[src/rtl/ysyx_23060208_scoreboard.sv]
// Hazard scoreboard for IDU->EXU issue: counts in-flight GPR/CSR writes and
// raises stall while a decoded instruction's sources (or a saturated destination) are pending.
module ysyx_23060208_scoreboard #(
    parameter int REG_WIDTH = 5,
    parameter int CNT_WIDTH = 2
) (
    input  logic                      clk,
    input  logic                      rst,
    input  logic [REG_WIDTH-1:0]      dec_rs1,
    input  logic [REG_WIDTH-1:0]      dec_rs2,
    input  logic                      dec_rs1_used,
    input  logic                      dec_rs2_used,
    input  logic [REG_WIDTH-1:0]      dec_rd,
    input  logic                      dec_rd_wen,
    input  logic                      dec_csr_read,
    input  logic                      dec_csr_wen,
    input  logic                      issue_valid,
    input  logic                      wb_wen,
    input  logic [REG_WIDTH-1:0]      wb_waddr,
    input  logic                      wb_csr_wen,
    input  logic                      flush,
    output logic                      stall,
    output logic [(1<<REG_WIDTH)-1:0] busy_mask,
    output logic                      csr_busy,
    output logic                      err
);
    localparam int NREG = 1 << REG_WIDTH;
    localparam logic [CNT_WIDTH-1:0] CNT_MAX = {CNT_WIDTH{1'b1}};

    logic [CNT_WIDTH-1:0] cnt     [NREG];
    logic [CNT_WIDTH-1:0] cnt_nxt [NREG];
    logic [CNT_WIDTH-1:0] csr_cnt;
    logic [CNT_WIDTH-1:0] csr_cnt_nxt;
    logic                 raw1, raw2, rawc, full, iss, underflow;
    logic                 inc, dec, csr_inc, csr_dec;

    // Handshake: the IDU presents issue_valid only as the EXU accepts; the
    // transfer is recorded only when stall is low in that same cycle.
    always_comb begin
        raw1  = dec_rs1_used && (dec_rs1 != '0) && (cnt[dec_rs1] != '0);
        raw2  = dec_rs2_used && (dec_rs2 != '0) && (cnt[dec_rs2] != '0);
        rawc  = dec_csr_read && (csr_cnt != '0);
        full  = (dec_rd_wen && (dec_rd != '0) && (cnt[dec_rd] == CNT_MAX)) ||
                (dec_csr_wen && (csr_cnt == CNT_MAX));
        stall = raw1 | raw2 | rawc | full;
        iss   = issue_valid && !stall;
    end

    always_comb begin
        underflow  = 1'b0;
        inc        = 1'b0;
        dec        = 1'b0;
        cnt_nxt[0] = '0;
        for (int i = 1; i < NREG; i++) begin
            inc        = iss && dec_rd_wen && (dec_rd == REG_WIDTH'(i));
            dec        = wb_wen && (wb_waddr == REG_WIDTH'(i));
            cnt_nxt[i] = cnt[i];
            if (inc && !dec) begin
                cnt_nxt[i] = cnt[i] + CNT_WIDTH'(1);
            end else if (dec && !inc) begin
                if (cnt[i] == '0) underflow = 1'b1;
                else              cnt_nxt[i] = cnt[i] - CNT_WIDTH'(1);
            end
        end
        csr_inc     = iss && dec_csr_wen;
        csr_dec     = wb_csr_wen;
        csr_cnt_nxt = csr_cnt;
        if (csr_inc && !csr_dec) begin
            csr_cnt_nxt = csr_cnt + CNT_WIDTH'(1);
        end else if (csr_dec && !csr_inc) begin
            if (csr_cnt == '0) underflow = 1'b1;
            else               csr_cnt_nxt = csr_cnt - CNT_WIDTH'(1);
        end
    end

    // Flush clears tracking but leaves the sticky error untouched.
    always_ff @(posedge clk) begin
        if (rst) begin
            for (int i = 0; i < NREG; i++) cnt[i] <= '0;
            csr_cnt <= '0;
            err     <= 1'b0;
        end else begin
            for (int i = 0; i < NREG; i++) cnt[i] <= flush ? '0 : cnt_nxt[i];
            csr_cnt <= flush ? '0 : csr_cnt_nxt;
            err     <= err | underflow;
        end
    end

    always_comb begin
        busy_mask = '0;
        for (int i = 0; i < NREG; i++) busy_mask[i] = (cnt[i] != '0);
        csr_busy = (csr_cnt != '0);
    end
endmodule

[config.mk]
export PLATFORM = sky130hd
export DESIGN_NAME = ysyx_23060208_scoreboard
export DESIGN_NICKNAME = d
export VERILOG_FILES = /design/src/rtl/ysyx_23060208_scoreboard.sv
export SDC_FILE = /design/constraint.sdc
export NUM_CORES = 1
export LEC_CHECK = 0
export BUFFER_PORTS_ARGS = -buffer_cell sky130_fd_sc_hd__buf_2
export CORE_MARGIN = 1
export CORE_UTILIZATION = 60
export DETAILED_ROUTE_END_ITERATION = 10
export PLACE_DENSITY_LB_ADDON = 0.12
export SLEW_MARGIN = 20
export SYNTH_ARGS = -nofsm -noshare
export SYNTH_HDL_FRONTEND = slang
export SYNTH_SLANG_ARGS = --single-unit
[constraint.sdc]
create_clock -name clk -period 4.2 [get_ports clk]
set_input_delay 0.21 -clock clk [delete_from_list [all_inputs] [get_ports clk]]
set_output_delay 0.21 -clock clk [all_outputs]
set_load 0.05 [all_outputs]
### Word-level counts from Yosys, hierarchy flattened

Memories as Yosys holds them, arrays and structs flattened.
Index checks and enable logic that the tools add are counted.

* register bits: 3
* memory bits (writable): 64
* input port bits: 31
* memories: 1

* add/subtract/negate cells: 64
* equal/unequal tests: 65
* muxes and demuxes: 258
* bitwise logic cells: 36
* reduce and logical (&&, ||, !) cells: 276

Memory list
* cnt: words 32, width 2, read ports 35, clocked after memory_dff 0, write ports 32, RTL line 30 `logic [CNT_WIDTH-1:0] cnt [NREG];`

Operators with widths (count)
* 2-to-1 mux 2 bit: 159
* == test 5 bit, second input constant: 32
* logical AND 1 bit: 137
* 2-to-1 mux 1 bit: 99
* == test 5 x 4 -> 1 bit, second input constant: 16
* nonzero test 2 bit: 36
* logical NOT 1 bit: 65
* adder 2 x 1 -> 2 bit, second input constant: 32
* logical NOT 2 bit: 32
* subtractor 2 x 1 -> 2 bit, second input constant: 32
* == test 5 x 3 -> 1 bit, second input constant: 8
* bitwise OR 1 bit: 36
* == test 5 x 2 -> 1 bit, second input constant: 4
* nonzero test 5 bit: 3
* == test 5 x 1 -> 1 bit, second input constant: 2
* == test 2 bit, second input constant: 2
* != test 2 bit, second input constant: 1
* AND reduction 2 bit: 1
* OR reduction 2 bit: 1
* logical OR 1 bit: 1

### Longest topological paths before layout

Gate-level depths: netlist of run 1.

* depth after elaboration: 108
* depth in mapped cells: 18
* gate-level depth less buffers: 15

### Least setup slack after synthesis of run 1

Ideal clock, no wire load.

* path type: register to register
* start point: memory cnt[14][1]
* end point: register err
* library setup time: 0.130 ns
* arrival time: 3.485 ns
* slack: 0.586 ns
* cell stages (with the launch flop): 17
* path buffers: 2
* clock period less this slack: 3.614 ns
* cells stage by stage: dfxtp_1 or2_1 mux2_2 mux4_2 a22o_1 a21oi_4 nand4_4 buf_6 buf_6 nor3_1 ha_1 nor2_1 a22o_1 a221oi_1 nand4_1 nor3_1 a21oi_1

RTL lines
* start: declaration: RTL line 30
* end signal: assignment: RTL line 85 `err <= err | underflow;`
* end: declaration: RTL line 25 `output logic err`

==> results.sh, run 1 <==
export IMPL_status="completed"
export IMPL_area_growth_pct=10.1
export IMPL_synth_most_common_cell="nor3_1"
export IMPL_cp_max_fo=11
export IMPL_synthXorXnorAreaFrac_pct=4.49
export IMPL_p_int_mw=1.05
export IMPL_clk_pin_slew_ns=0.09
export IMPL_netlist_area_leader_share_pct=20.9
export IMPL_fin_ws_ns=0.206
export IMPL_firstDrtPassIters=8
export IMPL_placed_cell_area_um2=6620
export IMPL_setup_violations=0
export IMPL_rows=36
export IMPL_grt_pass1_vias=6158
export IMPL_synth_edf_count=0
export IMPL_synthFlopType="dfxtp_1"
export IMPL_core_area_um2=9910
export IMPL_die_area_um2=10800
export IMPL_syn_area_um2=6240
export IMPL_p_leak_nw=2.92
export IMPL_worstPathBufferInverterCount=0
export IMPL_skew_ns=0.0139
export IMPL_fin_util_pct=69.4
export IMPL_ys_seq_elements=65
export IMPL_p_seq_share_pct=40.9
export IMPL_p_comb_share_pct=15.9
export IMPL_grt_overflow_total=0
export IMPL_synth_adder_area_share_pct=12.8
export IMPL_nets=984
export IMPL_max_slew_margin_rel_pct=36.1
export IMPL_crit_type="reg2reg"
export IMPL_die_y_um=104
export IMPL_yosysSeqAreaShare_pct=20.9
export IMPL_syn_inst=844
export IMPL_total_power_mw=1.51
export IMPL_crit_cells=13
export IMPL_final_hold_violation_count=0
export IMPL_swShare_pct=30.2
export IMPL_cts_buffers=9
export IMPL_reg2reg_to="err"
export IMPL_cp_required_ns=4.46
export IMPL_root_buffer="clkbuf_8"
export IMPL_yosysUniqueCellTypes=52
export IMPL_dp_cells=1010
export IMPL_dp_slack_ns=0.156
export IMPL_fill_cells=893
export IMPL_endpoint_kind="register"
export IMPL_cts_tree="done"
export IMPL_io_pins=66
export IMPL_max_clock_path_buffers=2
export IMPL_die_w_um=104
export IMPL_r2r_start="cnt[12][0]"
export IMPL_antenna_found_initial=0
export IMPL_cp_endpoint="err"
export IMPL_hold_class="in2reg"
export IMPL_r2r_slack_ns=0.21
export IMPL_final_cells=1027
export IMPL_clock_power_share_pct=43.2
export IMPL_synth_compound_area_share_pct=17.1
export IMPL_grt_pass1_wl_um=33100
export IMPL_cts_sinks=65
export IMPL_drcViolationCount=0
export IMPL_rsz0062_at_grt="false"
export IMPL_yosys_area_top_type="dfxtp_1"
export IMPL_syn_nets=939
export IMPL_synth_simple_area_share_pct=34.7
export IMPL_rr_worst_depth=13
export IMPL_gr_usage_all_layers_pct=39.3
export IMPL_clk_latency_ns=0.38
export IMPL_synth_mux_area_fraction_pct=4.07
export IMPL_io_buffers=64
export IMPL_grt_max_degree=65
export IMPL_diodes=0
export IMPL_vdd_drop_max_mv=0.159
export IMPL_clock_fmax_ghz=0.250
export IMPL_crit_top_cell="a22o_1"
export IMPL_cp_startpoint="cnt[12][0]"
export IMPL_critPathSlowestCell="mux4_2"
export IMPL_ys_top_cells_by_area="dfxtp_1, ha_1, nor2b_1"
export IMPL_tightest_slew_ns=0.957
export IMPL_ys_top_cells_by_count="nor3_1, nor2b_1, o21ai_0"
export IMPL_worstPathArrival_ns=4.25
export IMPL_finalCritPeriodShare_pct=95.1
export IMPL_cts_post_setup_buffers_inserted=0
export IMPL_cp_cell_sequence="or2_1 -> mux2_2 -> mux4_2 -> a22o_1 -> a21oi_4 -> nand4_4 -> or3_1 -> ha_1 -> a22o_1 -> a221oi_1 -> nand4_1 -> nor3_1 -> a21oi_1"
export IMPL_routed_wl_um=21200
export IMPL_max_stage_delay_ns=0.48
export IMPL_setup_tns_ns=0
export IMPL_whs_ns=0.00128
export IMPL_dp_hpwl_um=15900
export IMPL_design_area_um2=6870
export IMPL_drive_above_1_share_pct=14.1
export IMPL_ant_nets=0
export IMPL_vias=6658
export IMPL_htreeDepth=3
export IMPL_cap_violations=0
export IMPL_slew_violations=0
export IMPL_wl_per_cell_um=20.6
export IMPL_powerDensity_nw_per_um2=220
export IMPL_synth_top_family_by_area="simple AND/OR/NAND/NOR gates"
export IMPL_viasPerCell=6.48
export IMPL_yosys_warnings=0
export IMPL_cp_start_kind="register"
export IMPL_initial_core_util_pct=63.0
export IMPL_place_congestion=1.01
export IMPL_post_route_min_period_ns=3.99
export IMPL_async_flop_share_pct=0
export IMPL_power_switching_uw=456
export IMPL_syn_avg_cell_area_um2=7.39
export IMPL_first_iter_violations=805
export IMPL_cp_top_family="compound AO/OA/AOI/OAI gates"
-- how the worst min path moves through the flow --
stage	start	slack, ns	cells past startpoint	endpoint
after floorplan	rst	0.28	1	err
after global placement	rst	0.39	2	err
after detailed placement	rst	0.40	2	err
after CTS	rst	0.009	2	err
after global routing	rst	0.02	2	err
final	rst	0.001	2	err
-- cell families (layout without fill, tap and decap cells) --
kind of cell	after synthesis	after routing
AOI/OAI and AO/OA	175	175
and+or+nand+nor	402	403
other	1	1
adders and majority gates	64	64
muxes	16	16
buffers and inverters	89	138
xor gates and xnor gates	32	32
DFF	65	65
-- power groups by stage --
stage               registers (mW)  clock network, mW  logic [mW]
floorplan                    0.636                  0       0.148
global placement             0.632                  0       0.223
detailed placement           0.632                  0       0.225
CTS                          0.618              0.647       0.226
global route                 0.618              0.670       0.253
finish                       0.618              0.652       0.240
-- layer usage --
layer	up-vias	share of wire [%]	global-route usage, %
met3	86	11	8.58
met5	-	0	0
met1	3073	41	52.1
li1	3074	-	-
met4	0	4.5	22.0
met2	425	43	59.0
-- what timing repair did --
item | 4_1_cts | 5_1_grt
gates resized for setup | 0 | 2
hold buffers | 0 | 0
setup endpoints to repair | 0 | 1
-- final cells by class --
class	count	area, um^2	area share [%]
Clock buffer	12	155	2.26
Clock inverter	4	75.1	1.09
Inverter	49	184	2.68
Multi-Input combinational cell	691	4600	67.0
Sequential cell	65	1300	18.9
Tap cell	133	166	2.42
Timing Repair Buffer	73	388	5.64
-- sequential cells by signal (all words and copies together) (netlist names) --
signal   flops
csr_cnt      2
err          1
cnt         62
-- layout by cell type (no fill, tap or decap), drive strengths merged, types with 6 or more instances in the layout --
master,instances
nor2,59
a22o,6
o21ai,72
nor3b,35
buf,73
nor3,90
nand3,28
mux4,7
a221oi,8
inv,49
o211ai,6
ha,64
clkbuf,12
nand2,50
nor2b,73
dfxtp,65
a211oi,13
or2,24
nand2b,9
xor2,32
or3,18
a21oi,45
Power figures use the tool's default switching activity.
==> inputs of run 2 (changes only) <==
--- a/config.mk
+++ b/config.mk
@@ -9,7 +9,7 @@
 export CORE_MARGIN = 1
 export CORE_UTILIZATION = 60
 export DETAILED_ROUTE_END_ITERATION = 10
-export PLACE_DENSITY_LB_ADDON = 0.12
+export PLACE_DENSITY = 0.79
 export SLEW_MARGIN = 20
 export SYNTH_ARGS = -nofsm -noshare
 export SYNTH_HDL_FRONTEND = slang
==> run 2 against run 1 <==
Combinational power about the same. Global-route usage down 0.80 points. Via count down 0.63%. Sequential power about the same. Fmax up 1.4%. Non-clock buffer count down 2. Sequential share of layout area up 0.21 points. Die area unchanged.
==> results.sh, run 2 (synthesis results as in run 1) <==
export IMPL_worstPathArrival_ns=4.20
export IMPL_status="completed"
export IMPL_diodes=0
export IMPL_hold_class="in2reg"
export IMPL_p_leak_nw=2.90
export IMPL_regMostFlops="cnt"
export IMPL_cp_required_ns=4.46
export IMPL_grt_pass1_vias=6059
export IMPL_die_y_um=104
export IMPL_reg_top3="cnt (62), csr_cnt (2), err (1)"
export IMPL_first_iter_violations=837
export IMPL_crit_type="reg2reg"
export IMPL_io_buffers=64
export IMPL_max_stage_delay_ns=0.48
export IMPL_root_buffer="clkbuf_8"
export IMPL_clk_pin_slew_ns=0.08
export IMPL_vias=6616
export IMPL_cts_tree="done"
export IMPL_skew_ns=0.0109
export IMPL_cp_start_kind="register"
export IMPL_tightest_slew_ns=1.00
export IMPL_cp_cell_sequence="or2_1 -> mux2_2 -> mux4_2 -> a22o_1 -> a21oi_4 -> nand4_4 -> nor3_1 -> ha_1 -> nor2_1 -> a22o_1 -> a221oi_1 -> nand4_1 -> nor3_1 -> a21oi_1"
export IMPL_r2r_start="cnt[14][1]"
export IMPL_core_area_um2=9910
export IMPL_largest_reg_flops=62
export IMPL_clock_fmax_ghz=0.254
export IMPL_initial_core_util_pct=63.0
export IMPL_routed_wl_um=20800
export IMPL_drcViolationCount=0
export IMPL_post_route_min_period_ns=3.94
export IMPL_fin_util_pct=68.6
export IMPL_whs_endpoint="csr_cnt[1]"
export IMPL_rsz0062_at_grt="false"
export IMPL_htreeDepth=3
export IMPL_viasPerCell=6.45
export IMPL_setup_tns_ns=0
export IMPL_slew_violations=0
export IMPL_powerDensity_nw_per_um2=199
export IMPL_gr_usage_all_layers_pct=38.5
export IMPL_final_common_cell="nor3_1"
export IMPL_drive_above_1_share_pct=13.6
export IMPL_grt_overflow_total=0
export IMPL_firstDrtPassIters=7
export IMPL_endpoint_kind="register"
export IMPL_dp_hpwl_um=15600
export IMPL_max_clock_path_buffers=2
export IMPL_reg2reg_to="err"
export IMPL_ant_nets=0
export IMPL_antenna_found_initial=0
export IMPL_io_pins=66
export IMPL_final_hold_violation_count=0
export IMPL_grt_max_degree=65
export IMPL_nets=982
export IMPL_setup_violations=0
export IMPL_wl_per_cell_um=20.3
export IMPL_cp_max_fo=16
export IMPL_cts_buffers=9
export IMPL_final_cell_mix="nor3_1, nor2b_1, o21ai_0"
export IMPL_holdCritStartpoint="wb_csr_wen"
export IMPL_max_slew_margin_rel_pct=33.0
export IMPL_cts_sinks=65
export IMPL_r2r_slack_ns=0.26
export IMPL_die_w_um=104
export IMPL_rows=36
export IMPL_vdd_drop_max_mv=0.254
export IMPL_grt_pass1_wl_um=32200
export IMPL_total_power_mw=1.36
export IMPL_finalCritPeriodShare_pct=93.8
export IMPL_whs_path_depth=5
export IMPL_place_congestion=1.04
export IMPL_area_growth_pct=8.94
export IMPL_die_area_um2=10800
export IMPL_cap_violations=0
export IMPL_clk_latency_ns=0.38
export IMPL_rr_worst_depth=14
export IMPL_critPathSlowestCell="mux4_2"
run 2: per-layer routing:
layer | track usage [%] | vias up | routed length, um
met3 | 10.8 | 66 | 2510
met5 | 0 | - | 0
met2 | 60.3 | 397 | 9190
li1 | - | 3079 | -
met4 | 16.2 | 0 | 803
met1 | 49.6 | 3074 | 8270
run 2: what timing repair did:
action	CTS	global route
resized for setup	0	1
hold endpoints to repair	1	0
endpoints found under the setup margin	0	1
hold buffers	1	0
setup buffers	0	0
run 2: where the power goes:
| group | internal [mW] | switching (mW) | total (mW) |
|---|---|---|---|
| logic | 0.0683 | 0.169 | 0.237 |
| clock network | 0.244 | 0.257 | 0.500 |
| registers | 0.617 | 0.000930 | 0.618 |
run 2: cell type report:
class                   count  area [um^2]
fillers                   884         3110
multi-input cells         691         4600
well taps                 133          166
flip-flops and latches     65         1300
repair buffers             71          375
clock inverters             3         15.0
inverters                  49          184
clock buffers              13          159
run 2: worst max path at each step:
stage	start	endpoint	slack, ns	depth (start not counted)
after floorplan	cnt[14][1]	err	0.59	16
after global placement	cnt[12][0]	err	0.31	13
after detailed placement	cnt[13][1]	err	0.24	13
after CTS	cnt[12][1]	err	0.24	13
after global routing	cnt[15][0]	err	0.004	14
final	cnt[14][1]	err	0.26	14
run 2: worst max-delay path: cells and delay by family, from the launching register on:
family                   cells  cell delay (ns)
AO/OA/AOI/OAI                5             1.16
AND/OR/NAND/NOR              6             1.32
flip-flops                   1             0.34
multiplexers                 2             0.76
adder cells (fa/ha/maj)      1             0.25
run 2: per-stage QoR:
| stage | instance area (um^2) | std cells | hold slack [ns] | worst slack, ns |
|---|---|---|---|---|
| global route | 6800 | 1025 | 0.483 | 0.00436 |
| floorplan | 6240 | 844 | 0.279 | 0.586 |
| CTS | 6780 | 1024 | 0.428 | 0.243 |
| global placement | 6590 | 1007 | 0.389 | 0.306 |
| finish | 6800 | 1025 | 0.447 | 0.261 |
| detailed placement | 6590 | 1007 | 0.393 | 0.243 |
==> inputs of run 3 (changes only) <==
--- a/config.mk
+++ b/config.mk
@@ -5,6 +5,7 @@
 export SDC_FILE = /design/constraint.sdc
 export NUM_CORES = 1
 export LEC_CHECK = 0
+export ABC_AREA = 1
 export BUFFER_PORTS_ARGS = -buffer_cell sky130_fd_sc_hd__buf_2
 export CORE_MARGIN = 1
 export CORE_UTILIZATION = 60
==> run 3 against run 2 <==
First-iteration DRC count rose by 16%. Combinational power fell by 2%. Design area rose by 11%. Critical path depth rose by 3. Critical path type unchanged. Register-to-register slack improved by 0.05 ns. Sequential share of layout area fell by 1.9 points. Count of clock-buffer cells in the layout fell by 2. Critical endpoint unchanged.
==> results.sh, run 3 <==
export IMPL_grt_overflow_total=0
export IMPL_grt_pass1_vias=7024
export IMPL_yosysUniqueCellTypes=32
export IMPL_synthFlopType="dfxtp_1"
export IMPL_gr_usage_all_layers_pct=40.2
export IMPL_rows=38
export IMPL_syn_nets=1305
export IMPL_die_w_um=110
export IMPL_cts_sinks=65
export IMPL_dp_hpwl_um=18200
export IMPL_p_leak_nw=3.59
export IMPL_yosys_area_top_type="dfxtp_1"
export IMPL_clock_fmax_ghz=0.257
export IMPL_fill_cells=1101
export IMPL_yosys_warnings=0
export IMPL_vdd_drop_max_mv=0.280
export IMPL_cts_buffers=9
export IMPL_io_buffers=64
export IMPL_clk_pin_slew_ns=0.05
export IMPL_hold_class="in2reg"
export IMPL_setup_tns_ns=0
export IMPL_die_y_um=110
export IMPL_drive_above_1_share_pct=9.13
export IMPL_cap_violations=0
export IMPL_endpoint_kind="register"
export IMPL_diodes=0
export IMPL_tightest_slew_ns=0.702
export IMPL_cts_tree="done"
export IMPL_cts_resized=0
export IMPL_reg_top3="cnt (62), csr_cnt (2), err (1)"
export IMPL_cp_max_fo=16
export IMPL_syn_inst=1210
export IMPL_htreeDepth=3
export IMPL_grt_pass1_wl_um=35900
export IMPL_cp_top_family="simple AND/OR/NAND/NOR gates"
export IMPL_firstDrtPassIters=7
export IMPL_final_common_cell="nand2_1"
export IMPL_post_route_min_period_ns=3.89
export IMPL_largest_reg_flops=62
export IMPL_async_flop_share_pct=0
export IMPL_root_buffer="clkbuf_16"
export IMPL_ys_top_cells_by_count="nand2_1, inv_1, nor2_1"
export IMPL_crit_top_cell="nor2_1"
export IMPL_wl_per_cell_um=16.7
export IMPL_routed_wl_um=23400
export IMPL_ys_seq_elements=65
export IMPL_final_hold_violation_count=0
export IMPL_max_stage_delay_ns=0.67
export IMPL_syn_avg_cell_area_um2=5.75
export IMPL_antenna_found_initial=0
export IMPL_place_congestion=1.08
export IMPL_cp_start_kind="register"
export IMPL_syn_area_um2=6950
export IMPL_synth_most_common_cell="nand2_1"
export IMPL_yosysSeqAreaShare_pct=18.7
export IMPL_crit_type="reg2reg"
export IMPL_total_power_mw=1.56
export IMPL_nets=1349
export IMPL_clk_latency_ns=0.35
export IMPL_whs_path_depth=2
export IMPL_powerDensity_nw_per_um2=207
export IMPL_synth_edf_count=0
export IMPL_regMostFlops="cnt"
export IMPL_holdBufCountCts=0
export IMPL_crit_cells=17
export IMPL_critPathSlowestCell="nor4_1"
export IMPL_first_iter_violations=968
export IMPL_initial_core_util_pct=62.8
export IMPL_max_clock_path_buffers=2
export IMPL_status="completed"
export IMPL_finalCritPeriodShare_pct=92.6
export IMPL_worstPathBufferInverterCount=1
export IMPL_skew_ns=0.00557
export IMPL_max_slew_margin_rel_pct=52.7
export IMPL_rsz0062_at_grt="false"
export IMPL_io_pins=66
export IMPL_ys_top_cells_by_area="dfxtp_1, nand2_1, inv_1"
export IMPL_core_area_um2=11100
export IMPL_netlist_area_leader_share_pct=18.7
export IMPL_cts_post_setup_buffers_inserted=0
export IMPL_vias=7961
export IMPL_setup_violations=0
export IMPL_die_area_um2=12000
export IMPL_worstPathArrival_ns=4.09
export IMPL_rr_worst_depth=17
export IMPL_drcViolationCount=0
export IMPL_cp_cell_sequence="nor2_1 -> o21ai_0 -> nor2_1 -> nor2_1 -> nor2_1 -> nand2_1 -> nand3_1 -> nand2_1 -> nor2_4 -> nand4_4 -> nor2_1 -> ha_1 -> inv_1 -> nand3_1 -> o2111ai_1 -> nor4_1 -> a31oi_1"
export IMPL_viasPerCell=5.69
export IMPL_final_cell_mix="nand2_1, inv_1, nor2_1"
export IMPL_ant_nets=0
export IMPL_cp_required_ns=4.40
export IMPL_slew_violations=0
export IMPL_grt_max_degree=35
export IMPL_area_growth_pct=8.51
run 3: cell families (layout without fill, tap and decap cells):
kind of cell / after synthesis / count (layout) / synth area share [%]
simple gates: 659 / 659 / 40.0
flops: 65 / 65 / 18.7
other cells: 1 / 1 / 0.0539
compound gates: 138 / 138 / 13.3
fa+ha+maj: 64 / 64 / 11.5
buf+inv: 283 / 332 / 16.5
run 3: path summary, 6_finish.rpt:
kind / from / endpoint / slack [ns]
hold reg to reg: cnt[17][1] / cnt[17][1] / 0.50
setup reg to reg: cnt[17][0] / err / 0.31
setup / recovery: cnt[17][0] / err / 0.31
hold / removal: rst / err / 0.07
run 3: layer usage:
metal	global-route usage, %	routed length [um]	vias to the layer above
met5	0	0	-
met4	19.3	1100	0
met2	61.9	9970	425
met1	51.2	9880	3552
met3	11.6	2460	83
li1	-	-	3901
run 3: final cells by class:
cell class                      count  area, um^2  share of cell area (%)
Sequential cell                    65        1300                    17.2
Tap cell                          140         175                    2.32
Clock inverter                      5        31.3                   0.415
Inverter                          247         927                    12.3
Timing Repair Buffer               69         358                    4.74
Clock buffer                       11         243                    3.22
Multi-Input combinational cell    862        4510                    59.8
run 3: stage by stage:
stage | util, % | hold slack (ns) | cells | cell area, um^2 | setup WS [ns]
floorplan | - | 0.279 | 1210 | 6950 | 1.43
global placement | 65.6 | 0.413 | 1383 | 7270 | 0.445
detailed placement | 65.6 | 0.425 | 1383 | 7270 | 0.404
CTS | 68.1 | 0.0599 | 1399 | 7540 | 0.504
global route | 68.1 | 0.0627 | 1399 | 7540 | 0.201
finish | 68.1 | 0.0651 | 1399 | 7540 | 0.312
run 3: power by group:
group | leakage [nW] | internal, mW | switching [mW]
Sequential | 0.524 | 0.618 | 0.00106
Combinational | 2.94 | 0.0562 | 0.176
Clock | 0.135 | 0.413 | 0.296
Total | 3.59 | 1.09 | 0.473
